<file path="src/rtl/fwd_hazard_ctrl_pkg.sv">
// Shared constants for the forwarding / hazard scheduler: forward-mux
// select codes, scheduler state encodings and the pipeline-control bundle.
package fwd_hazard_ctrl_pkg;

    // EX operand mux select codes (11 is never driven)
    localparam logic [1:0] FWD_SEL_RF  = 2'b00;
    localparam logic [1:0] FWD_SEL_WB  = 2'b01;
    localparam logic [1:0] FWD_SEL_MEM = 2'b10;

    // Scheduler state encodings
    localparam logic [1:0] ST_RUN   = 2'b00;
    localparam logic [1:0] ST_STALL = 2'b01;
    localparam logic [1:0] ST_FLUSH = 2'b10;

    // Pipeline control bundle driven towards PC, IF/ID and ID/EX
    typedef struct packed {
        logic pc_write;
        logic ifid_write;
        logic ifid_flush;
        logic idex_flush;
    } hz_ctrl_t;

    // Free-running pipeline: everything advances, nothing is squashed
    localparam hz_ctrl_t CTRL_NORMAL = '{pc_write: 1'b1, ifid_write: 1'b1,
                                         ifid_flush: 1'b0, idex_flush: 1'b0};
    // Load-use stall: freeze PC and IF/ID, push a bubble into ID/EX
    localparam hz_ctrl_t CTRL_STALL  = '{pc_write: 1'b0, ifid_write: 1'b0,
                                         ifid_flush: 1'b0, idex_flush: 1'b1};
    // Taken branch: squash the two younger instructions, keep fetching
    localparam hz_ctrl_t CTRL_FLUSH  = '{pc_write: 1'b1, ifid_write: 1'b1,
                                         ifid_flush: 1'b1, idex_flush: 1'b1};

endpackage

</file>
<file path="src/rtl/fwd_hazard_ctrl_fwd_sel_unit.sv">
// fwd_sel_unit: priority forwarding compare for a single EX operand.
// The younger producer (EX/MEM) wins over MEM/WB; register $0 is never
// forwarded because it is hard-wired to zero in the register file.
module fwd_sel_unit
    import fwd_hazard_ctrl_pkg::*;
#(
    parameter int REG_W = 5
) (
    input  logic [REG_W-1:0] src,
    input  logic [REG_W-1:0] exmem_rd,
    input  logic             exmem_regwrite,
    input  logic [REG_W-1:0] memwb_rd,
    input  logic             memwb_regwrite,
    output logic [1:0]       sel
);

    logic exmem_hit_s;
    logic memwb_hit_s;

    assign exmem_hit_s = exmem_regwrite && (exmem_rd != {REG_W{1'b0}}) && (exmem_rd == src);
    assign memwb_hit_s = memwb_regwrite && (memwb_rd != {REG_W{1'b0}}) && (memwb_rd == src);

    // Pick the youngest matching producer, else the register-file value
    always_comb begin
        sel = FWD_SEL_RF;
        if (exmem_hit_s) begin
            sel = FWD_SEL_MEM;
        end else if (memwb_hit_s) begin
            sel = FWD_SEL_WB;
        end else begin
            sel = FWD_SEL_RF;
        end
    end

endmodule

</file>
<file path="src/rtl/fwd_hazard_ctrl.sv">
// fwd_hazard_ctrl: forwarding and hazard scheduler for the 5-stage CPU.
// Keeps a shadow copy of the ID/EX, EX/MEM and MEM/WB tag fields, drives
// the two EX forwarding-mux selects and the stall/flush controls.
// Optional build macro FWD_HAZ_STATS_EN adds saturating stall/flush
// counters (parameter CNT_W and ports stall_cnt_o / flush_cnt_o).
module fwd_hazard_ctrl
    import fwd_hazard_ctrl_pkg::*;
#(
    parameter int REG_W = 5
`ifdef FWD_HAZ_STATS_EN
    ,
    parameter int CNT_W = 16
`endif
) (
    input  logic             clk_i,
    input  logic             rst_i,
    input  logic [REG_W-1:0] id_rs_i,
    input  logic [REG_W-1:0] id_rt_i,
    input  logic [REG_W-1:0] id_rd_i,
    input  logic             id_regwrite_i,
    input  logic             id_memread_i,
    input  logic             ex_branch_tkn_i,
    output logic [1:0]       fwd_a_sel_o,
    output logic [1:0]       fwd_b_sel_o,
    output logic             pc_write_o,
    output logic             ifid_write_o,
    output logic             ifid_flush_o,
    output logic             idex_flush_o
`ifdef FWD_HAZ_STATS_EN
    ,
    output logic [CNT_W-1:0] stall_cnt_o,
    output logic [CNT_W-1:0] flush_cnt_o
`endif
);

    // Shadow pipeline tag fields
    logic [REG_W-1:0] idex_rs_r;
    logic [REG_W-1:0] idex_rt_r;
    logic [REG_W-1:0] idex_rd_r;
    logic             idex_regwrite_r;
    logic             idex_memread_r;
    logic [REG_W-1:0] exmem_rd_r;
    logic             exmem_regwrite_r;
    logic [REG_W-1:0] memwb_rd_r;
    logic             memwb_regwrite_r;

    logic [1:0]       state_r;
    logic [1:0]       state_nxt_s;
    logic             load_use_s;
    hz_ctrl_t         run_ctrl_s;
    logic [1:0]       run_nxt_s;
    hz_ctrl_t         ctrl_s;
    logic             stall_evt_s;
    logic             flush_evt_s;

    // Load in EX whose destination is read by the instruction in ID
    assign load_use_s = idex_memread_r && (idex_rd_r != {REG_W{1'b0}}) &&
                        ((idex_rd_r == id_rs_i) || (idex_rd_r == id_rt_i));

    fwd_sel_unit #(.REG_W(REG_W)) u_fwd_a (
        .src            (idex_rs_r),
        .exmem_rd       (exmem_rd_r),
        .exmem_regwrite (exmem_regwrite_r),
        .memwb_rd       (memwb_rd_r),
        .memwb_regwrite (memwb_regwrite_r),
        .sel            (fwd_a_sel_o)
    );

    fwd_sel_unit #(.REG_W(REG_W)) u_fwd_b (
        .src            (idex_rt_r),
        .exmem_rd       (exmem_rd_r),
        .exmem_regwrite (exmem_regwrite_r),
        .memwb_rd       (memwb_rd_r),
        .memwb_regwrite (memwb_regwrite_r),
        .sel            (fwd_b_sel_o)
    );

    // RUN-style evaluation: a taken branch beats a load-use stall
    always_comb begin
        run_ctrl_s = CTRL_NORMAL;
        run_nxt_s  = ST_RUN;
        if (ex_branch_tkn_i) begin
            run_ctrl_s = CTRL_FLUSH;
            run_nxt_s  = ST_FLUSH;
        end else if (load_use_s) begin
            run_ctrl_s = CTRL_STALL;
            run_nxt_s  = ST_STALL;
        end else begin
            run_ctrl_s = CTRL_NORMAL;
            run_nxt_s  = ST_RUN;
        end
    end

    // State decode: STALL and FLUSH leave a bubble in ID/EX, so a repeat
    // load-use cannot occur there and re-evaluating as RUN is exact; an
    // illegal encoding recovers to RUN with free-running controls
    always_comb begin
        ctrl_s      = CTRL_NORMAL;
        state_nxt_s = ST_RUN;
        case (state_r)
            ST_RUN, ST_STALL, ST_FLUSH: begin
                ctrl_s      = run_ctrl_s;
                state_nxt_s = run_nxt_s;
            end
            default: begin
                ctrl_s      = CTRL_NORMAL;
                state_nxt_s = ST_RUN;
            end
        endcase
    end

    assign stall_evt_s = ctrl_s.idex_flush && !ctrl_s.ifid_flush;
    assign flush_evt_s = ctrl_s.ifid_flush;

    // Controls are forced to their reset values while reset is held so an
    // in-flight stall or flush is abandoned immediately
    assign pc_write_o   = rst_i ? ctrl_s.pc_write   : 1'b1;
    assign ifid_write_o = rst_i ? ctrl_s.ifid_write : 1'b1;
    assign ifid_flush_o = rst_i ? ctrl_s.ifid_flush : 1'b0;
    assign idex_flush_o = rst_i ? ctrl_s.idex_flush : 1'b0;

    // Scheduler state register
    always_ff @(posedge clk_i or negedge rst_i) begin
        if (!rst_i) begin
            state_r <= ST_RUN;
        end else begin
            state_r <= state_nxt_s;
        end
    end

    // Shadow pipe: tags advance every cycle, ID/EX takes a bubble on flush
    always_ff @(posedge clk_i or negedge rst_i) begin
        if (!rst_i) begin
            idex_rs_r        <= {REG_W{1'b0}};
            idex_rt_r        <= {REG_W{1'b0}};
            idex_rd_r        <= {REG_W{1'b0}};
            idex_regwrite_r  <= 1'b0;
            idex_memread_r   <= 1'b0;
            exmem_rd_r       <= {REG_W{1'b0}};
            exmem_regwrite_r <= 1'b0;
            memwb_rd_r       <= {REG_W{1'b0}};
            memwb_regwrite_r <= 1'b0;
        end else begin
            memwb_rd_r       <= exmem_rd_r;
            memwb_regwrite_r <= exmem_regwrite_r;
            exmem_rd_r       <= idex_rd_r;
            exmem_regwrite_r <= idex_regwrite_r;
            idex_rs_r        <= id_rs_i;
            idex_rt_r        <= id_rt_i;
            idex_rd_r        <= id_rd_i;
            idex_regwrite_r  <= id_regwrite_i && !ctrl_s.idex_flush;
            idex_memread_r   <= id_memread_i  && !ctrl_s.idex_flush;
        end
    end

`ifdef FWD_HAZ_STATS_EN
    localparam logic [CNT_W-1:0] CNT_ONE = {{(CNT_W-1){1'b0}}, 1'b1};
    localparam logic [CNT_W-1:0] CNT_MAX = {CNT_W{1'b1}};

    logic [CNT_W-1:0] stall_cnt_r;
    logic [CNT_W-1:0] flush_cnt_r;

    // Saturating statistics: load-use stall cycles and taken-branch flushes
    always_ff @(posedge clk_i or negedge rst_i) begin
        if (!rst_i) begin
            stall_cnt_r <= {CNT_W{1'b0}};
            flush_cnt_r <= {CNT_W{1'b0}};
        end else begin
            if (stall_evt_s && (stall_cnt_r != CNT_MAX)) begin
                stall_cnt_r <= stall_cnt_r + CNT_ONE;
            end else begin
                stall_cnt_r <= stall_cnt_r;
            end
            if (flush_evt_s && (flush_cnt_r != CNT_MAX)) begin
                flush_cnt_r <= flush_cnt_r + CNT_ONE;
            end else begin
                flush_cnt_r <= flush_cnt_r;
            end
        end
    end

    assign stall_cnt_o = stall_cnt_r;
    assign flush_cnt_o = flush_cnt_r;
`else
    logic unused_evt_s;
    assign unused_evt_s = stall_evt_s ^ flush_evt_s;
`endif

endmodule

</file>
<file path="config.mk">
export PLATFORM = sky130hd
export DESIGN_NAME = fwd_hazard_ctrl
export DESIGN_NICKNAME = d
export VERILOG_FILES = /design/src/rtl/fwd_hazard_ctrl_pkg.sv /design/src/rtl/fwd_hazard_ctrl_fwd_sel_unit.sv /design/src/rtl/fwd_hazard_ctrl.sv
export SDC_FILE = /design/constraint.sdc
export NUM_CORES = 1
export LEC_CHECK = 0
export BUFFER_PORTS_ARGS = -buffer_cell sky130_fd_sc_hd__buf_2
export CAP_MARGIN = 25
export CELL_PAD_IN_SITES_DETAIL_PLACEMENT = 2
export CELL_PAD_IN_SITES_GLOBAL_PLACEMENT = 2
export CORE_MARGIN = 5
export CORE_UTILIZATION = 31
export CTS_CLUSTER_SIZE = 24
export DETAILED_ROUTE_END_ITERATION = 8
export GPL_TIMING_DRIVEN = 0
export PLACE_DENSITY = 0.84
export SETUP_SLACK_MARGIN = 0.5
export SLEW_MARGIN = 10
export SYNTH_ARGS = -nofsm -noshare
export SYNTH_HDL_FRONTEND = slang
export SYNTH_SLANG_ARGS = --single-unit
</file>
<file path="constraint.sdc">
create_clock -name clk_i -period 2.03 [get_ports clk_i]
set_input_delay 0.609 -clock clk_i [delete_from_list [all_inputs] [get_ports clk_i]]
set_output_delay 0.609 -clock clk_i [all_outputs]
set_load 0.03 [all_outputs]
</file>
# --- Yosys cells after proc, flatten, opt, wreduce, memory -nomap -nowiden ---
# Index checks and enable logic that the tools add are counted.
op_classes:
  eq_ne: 8
  n_mux: 14
  reduce_logical: 17
ops:
  columns: ["op", "n"]
  rows:
  - ["5-bit == test", 6]
  - ["5-bit nonzero test", 3]
  - ["4-bit two-way mux", 3]
  - ["1-bit logical AND", 10]
  - ["2-bit two-way mux", 4]
  - ["1-bit two-way mux", 7]
  - ["3-bit OR reduction", 1]
  - ["2-bit by 1-bit == test with 1-bit output, second input constant", 1]
  - ["2-bit == test, second input constant", 1]
  - ["2-bit logical NOT", 1]
  - ["1-bit logical NOT", 1]
  - ["1-bit logical OR", 1]
word_totals:
  regBits: 31
  output_inout_bits: 8
  elab_cells: 49

# --- Logic depth before layout (Yosys ltp) ---
depth:
  depth_word: 8
  mapped_depth: 5

# --- By module ---
# A second synthesis with hierarchy kept.
unflattened:
  hier_cells: 106
  area_unflattened_um2: 1310.0
modules_own_cells:
  columns: ["mod", "instances", "cells_each", "area_per_inst_um2"]
  rows:
  - ["fwd_hazard_ctrl", 1, 64, 992.2]
  - ["fwd_sel_unit", 2, 21, 158.9]

# --- Least setup slack after synthesis ---
# Ideal clock, no wire load.
synth_timing:
  kind: "register -> output"
  from: "register exmem_rd_r[1]"
  to: "output port fwd_a_sel_o[0]"
  arrival_time_ps: 1816
  slack_ps: -395
  stages_incl_launch_ff: 5
  path_buffers: 0
  path_cell_list: "dfrtp_1 > or4_1 > o21ai_2 > nor4_1 > nor4_2"
synth_via:
  elab_chain_cells: 4
  elab_cells_between_ends: 5
  classes_between: "eq/ne: 1; mux: 1; reduce/logical: 3"
synth_lines:
  columns: ["element", "line", "rtl"]
  rows:
  - ["start: declaration", "fwd_hazard_ctrl.sv:42", "logic [REG_W-1:0] exmem_rd_r;"]
  - ["start signal: assignment", "fwd_hazard_ctrl.sv:139", "exmem_rd_r <= {REG_W{1'b0}};"]
  - ["start signal: assignment", "fwd_hazard_ctrl.sv:146", "exmem_rd_r <= idex_rd_r;"]
  - ["5-bit nonzero test", "fwd_hazard_ctrl_fwd_sel_unit.sv:20", "assign exmem_hit_s = exmem_regwrite && (exmem_rd != {REG_W{1'b0}}) && (exmem_rd == src);"]
  - ["1-bit logical AND", "fwd_hazard_ctrl_fwd_sel_unit.sv:20", null]
  - ["1-bit logical AND *", "fwd_hazard_ctrl_fwd_sel_unit.sv:20", null]
  - ["named net u_fwd_a.exmem_hit_s", "fwd_hazard_ctrl_fwd_sel_unit.sv:17", "logic exmem_hit_s;"]
  - ["2-bit two-way mux *", "fwd_hazard_ctrl_fwd_sel_unit.sv:26", "if (exmem_hit_s) begin"]
  - ["end: declaration", "fwd_hazard_ctrl.sv:23", "output logic [1:0] fwd_a_sel_o,"]
# Mark *: on every way through the listed nets, which the timed path passes. The rest lies on a longest branch.

# --- Worst setup path after layout ---
layout_timing:
  from: "register exmem_rd_r[2]"
  to: "output port fwd_b_sel_o[0]"
layout_via:
  elab_chain_cells: 4
  elab_cells_between_ends: 5
  classes_between: "eq/ne: 1; mux: 1; reduce/logical: 3"
layout_lines:
  columns: ["element", "line", "rtl"]
  rows:
  - ["5-bit nonzero test", "fwd_hazard_ctrl_fwd_sel_unit.sv:20", null]
  - ["1-bit logical AND", "fwd_hazard_ctrl_fwd_sel_unit.sv:20", null]
  - ["1-bit logical AND *", "fwd_hazard_ctrl_fwd_sel_unit.sv:20", null]
  - ["named net u_fwd_b.exmem_hit_s", "fwd_hazard_ctrl_fwd_sel_unit.sv:17", null]
  - ["2-bit two-way mux *", "fwd_hazard_ctrl_fwd_sel_unit.sv:26", null]
  - ["end: declaration", "fwd_hazard_ctrl.sv:24", "output logic [1:0] fwd_b_sel_o,"]
# Marked as above.

==> flow_summary.json <==
{
  "rsz0062_at_grt": "true",
  "fill_cells": 393,
  "num_antenna_cells": 0,
  "cp_max_fo": 2,
  "worstSetupPathType": "reg2out",
  "slew_viol_final": 0,
  "final_core_util_pct": 49.2,
  "p_per_area_mw_per_mm2": 728,
  "met3_usage_pct": 5.41,
  "drc": 0,
  "grt_max_degree": 18,
  "yosys-top-cells-area": "dfrtp_1, xnor2_1, xor2_1, or4_1, nand2_1",
  "core_area_sq_mm": 0.00397,
  "synth_top_area_share_pct": 61.1,
  "dpl_cell_area_sq_mm": 0.00155,
  "pre_cts_slack_ns": -0.464,
  "p_seq_share_pct": 48.3,
  "p_comb_share_pct": 14.8,
  "grt_pass1_vias": 1128,
  "synth_seq_area_share_pct": 61.1,
  "final_cells": 195,
  "clockBufferDepth": 2,
  "cp_data_arrival_time_ns": 1.90,
  "worst_slew_pin_slew_ns": 0.305,
  "clk_pin_slew_ns": 0.06,
  "synth_fp_nets": 118,
  "leakagePower_uw": 0.000857,
  "io_buffers": 27,
  "stdcell_area_sq_mm": 0.00196,
  "num-nets-final": 164,
  "switching_share_pct": 24.8,
  "place_congestion": 0.848,
  "initial_core_util_pct": 31.9,
  "ys_ff_latch": 31,
  "clock_latency_ns": 0.28,
  "cts_tree": "yes",
  "period_minus_slack_ns": 2.51,
  "cts_root_buf": "clkbuf_8",
  "track_usage_pct": 14.5,
  "syn2layout_area_growth_pct": 54.1,
  "synth_area_per_cell_sq_um": 12.9,
  "syn_inst": 98,
  "busiest_layer": "met2",
  "ys_warn_count": 0,
  "hold_violations": 0,
  "setup_slack_ns": -0.475,
  "setup_viol": 7,
  "cp-start-kind": "flip-flop",
  "drtPass1Iterations": 2,
  "synth_top_cell_by_area": "dfrtp_1",
  "drive_gt1_share_pct": 56.6,
  "antenna_found_initial": 0,
  "cap_violations": 0,
  "clock_sinks": 31,
  "drtIter0Drc": 12,
  "die_w_um": 74.0,
  "grt_use_met1_pct": 13.8,
  "max_freq_ghz": 0.399,
  "io_pins": 28,
  "switchingPower_uw": 353,
  "cts_hold_buf": 0,
  "wl_per_cell_um": 18.5,
  "final.period_utilization_pct": 123,
  "grt_first_pass_wirelength_mm": 5.71,
  "worstPathRequired_ns": 1.42,
  "ant_nets": 0,
  "via_per_inst": 4.73,
  "violations": "negative setup slack",
  "numCtsBuffers": 5,
  "grt_use_met2_pct": 28.1,
  "ir_worst_vdd_mv": 0.426,
  "ys_types": 22,
  "vias": 922,
  "fin_worst_skew_ns": 0.00280,
  "hp-class": "in2async",
  "grt-ovfl-total": 0,
  "fin_hold_ws_ns": 0.121,
  "status": "complete, but fails checks",
  "power.internal_uw": 1070,
  "cp-end-kind": "primary output",
  "rows": 23,
  "dp.cells": 175,
  "wl_mm": 3.61,
  "clock_power_share_pct": 36.9,
  "die_h_um": 74.0,
  "dieArea_sq_mm": 0.00547,
  "synth_area_sq_mm": 0.00127,
  "slew_headroom_pct": 79.5,
  "cts_max_level": 2,
  "hpwlAfterDp_mm": 2.45
}
[kinds of logic after synthesis]
kind of cell    Yosys count  synth area share, %
flops                    31                 61.1
xor+xnor                 30                 20.7
simple gates             26                 12.4
compound gates            7                 3.65
buf+inv                   4                 2.07
[critical path, stage by stage (launching register included)]
cell and delay, ns:
dfrtp_1 0.38, or4_4 0.55, o21ai_4 0.19, buf_6 0.13, nor4_4 0.04, nor4_4 0.12, buf_4 0.19
[power groups by stage]
stage	sequential [uW]	clock (uW)	combinational (uW)
2_1_floorplan	687	0	90.8
3_3_place_gp	694	0	138
3_5_place_dp	698	0	146
4_1_cts	686	540	198
5_1_grt	692	571	226
6_report	688	525	210
[state kept, by name, indices dropped and copies added (netlist names)]
signal and count:
memwb_regwrite_r 1, idex_rs_r 5, state_r 2, idex_regwrite_r 1, idex_rd_r 5, exmem_regwrite_r 1, idex_rt_r 5, exmem_rd_r 5
idex_memread_r 1, memwb_rd_r 5
[placed cells by master (no fill, tap or decap), types with 4 or more instances in the layout]
cell,synthesis,routed
nor4_4,0,4
xnor2_1,16,7
or4_4,0,4
buf_4,3,13
buf_6,0,9
nand2_1,7,6
buf_2,0,18
dfrtp_1,31,26
xor2_1,14,14
xnor2_2,0,9
dfrtp_2,0,5
clkbuf_8,0,7
[worst paths after layout]
| kind | startpoint | to | slack (ns) | cells past startpoint |
|---|---|---|---|---|
| max in group asynchronous | rst_i | idex_rt_r[2]$_DFF_PN0_ | 1.64 | 1 |
| worst max register to register | idex_rd_r[2]$_DFF_PN0_ | state_r[0]$_DFF_PN0_ | 0.50 | 6 |
| min in group clk_i | idex_regwrite_r$_DFF_PN0_ | exmem_regwrite_r$_DFF_PN0_ | 0.35 | 0 |
| worst min register to register | idex_regwrite_r$_DFF_PN0_ | exmem_regwrite_r$_DFF_PN0_ | 0.35 | 0 |
| worst max-delay path | exmem_rd_r[2]$_DFF_PN0_ | fwd_b_sel_o[0] | -0.48 | 6 |
| worst min-delay path | rst_i | idex_rd_r[2]$_DFF_PN0_ | 0.12 | 1 |
[cell usage after synthesis (all sizes together)]
master  count
xor2       14
nor3b       1
a21oi       2
buf         3
inv         1
o21bai      1
o22ai       1
or4         4
nor4        4
nand3       4
o22a        1
nor3        1
dfrtp      31
nand4b      1
and3        2
xnor2      16
nand4       1
nor2        1
nand2       7
o21ai       2
[final cells by class]
class | count | area (sq um) | area share, %
Buffer | 3 | 26.3 | 1.34
Clock buffer | 8 | 100 | 5.12
Inverter | 1 | 3.75 | 0.192
Multi-Input combinational cell | 63 | 658 | 33.7
Sequential cell | 31 | 782 | 40.0
Tap cell | 50 | 62.6 | 3.20
Timing Repair Buffer | 39 | 323 | 16.5
[metal layers]
layer,share of wire (%),wire [um]
met5,0,0
met2,57,2050
met4,3.0,108
met3,6.8,245
met1,34,1210
[timing repair]
item	in CTS	in global routing
pin swaps	14	9
buffers inserted	9	2
setup endpoints to repair	8	8
resized for setup	36	9
cloned	1	0
[stage by stage]
stage               power, uW  setup TNS, ns
floorplan                 778         -0.618
finish                   1420          -2.37
global route             1490          -2.83
global placement          833          -2.06
detailed placement        844          -2.59
CTS                      1420          -2.51
No activity file was read; power rests on OpenSTA's default activity.
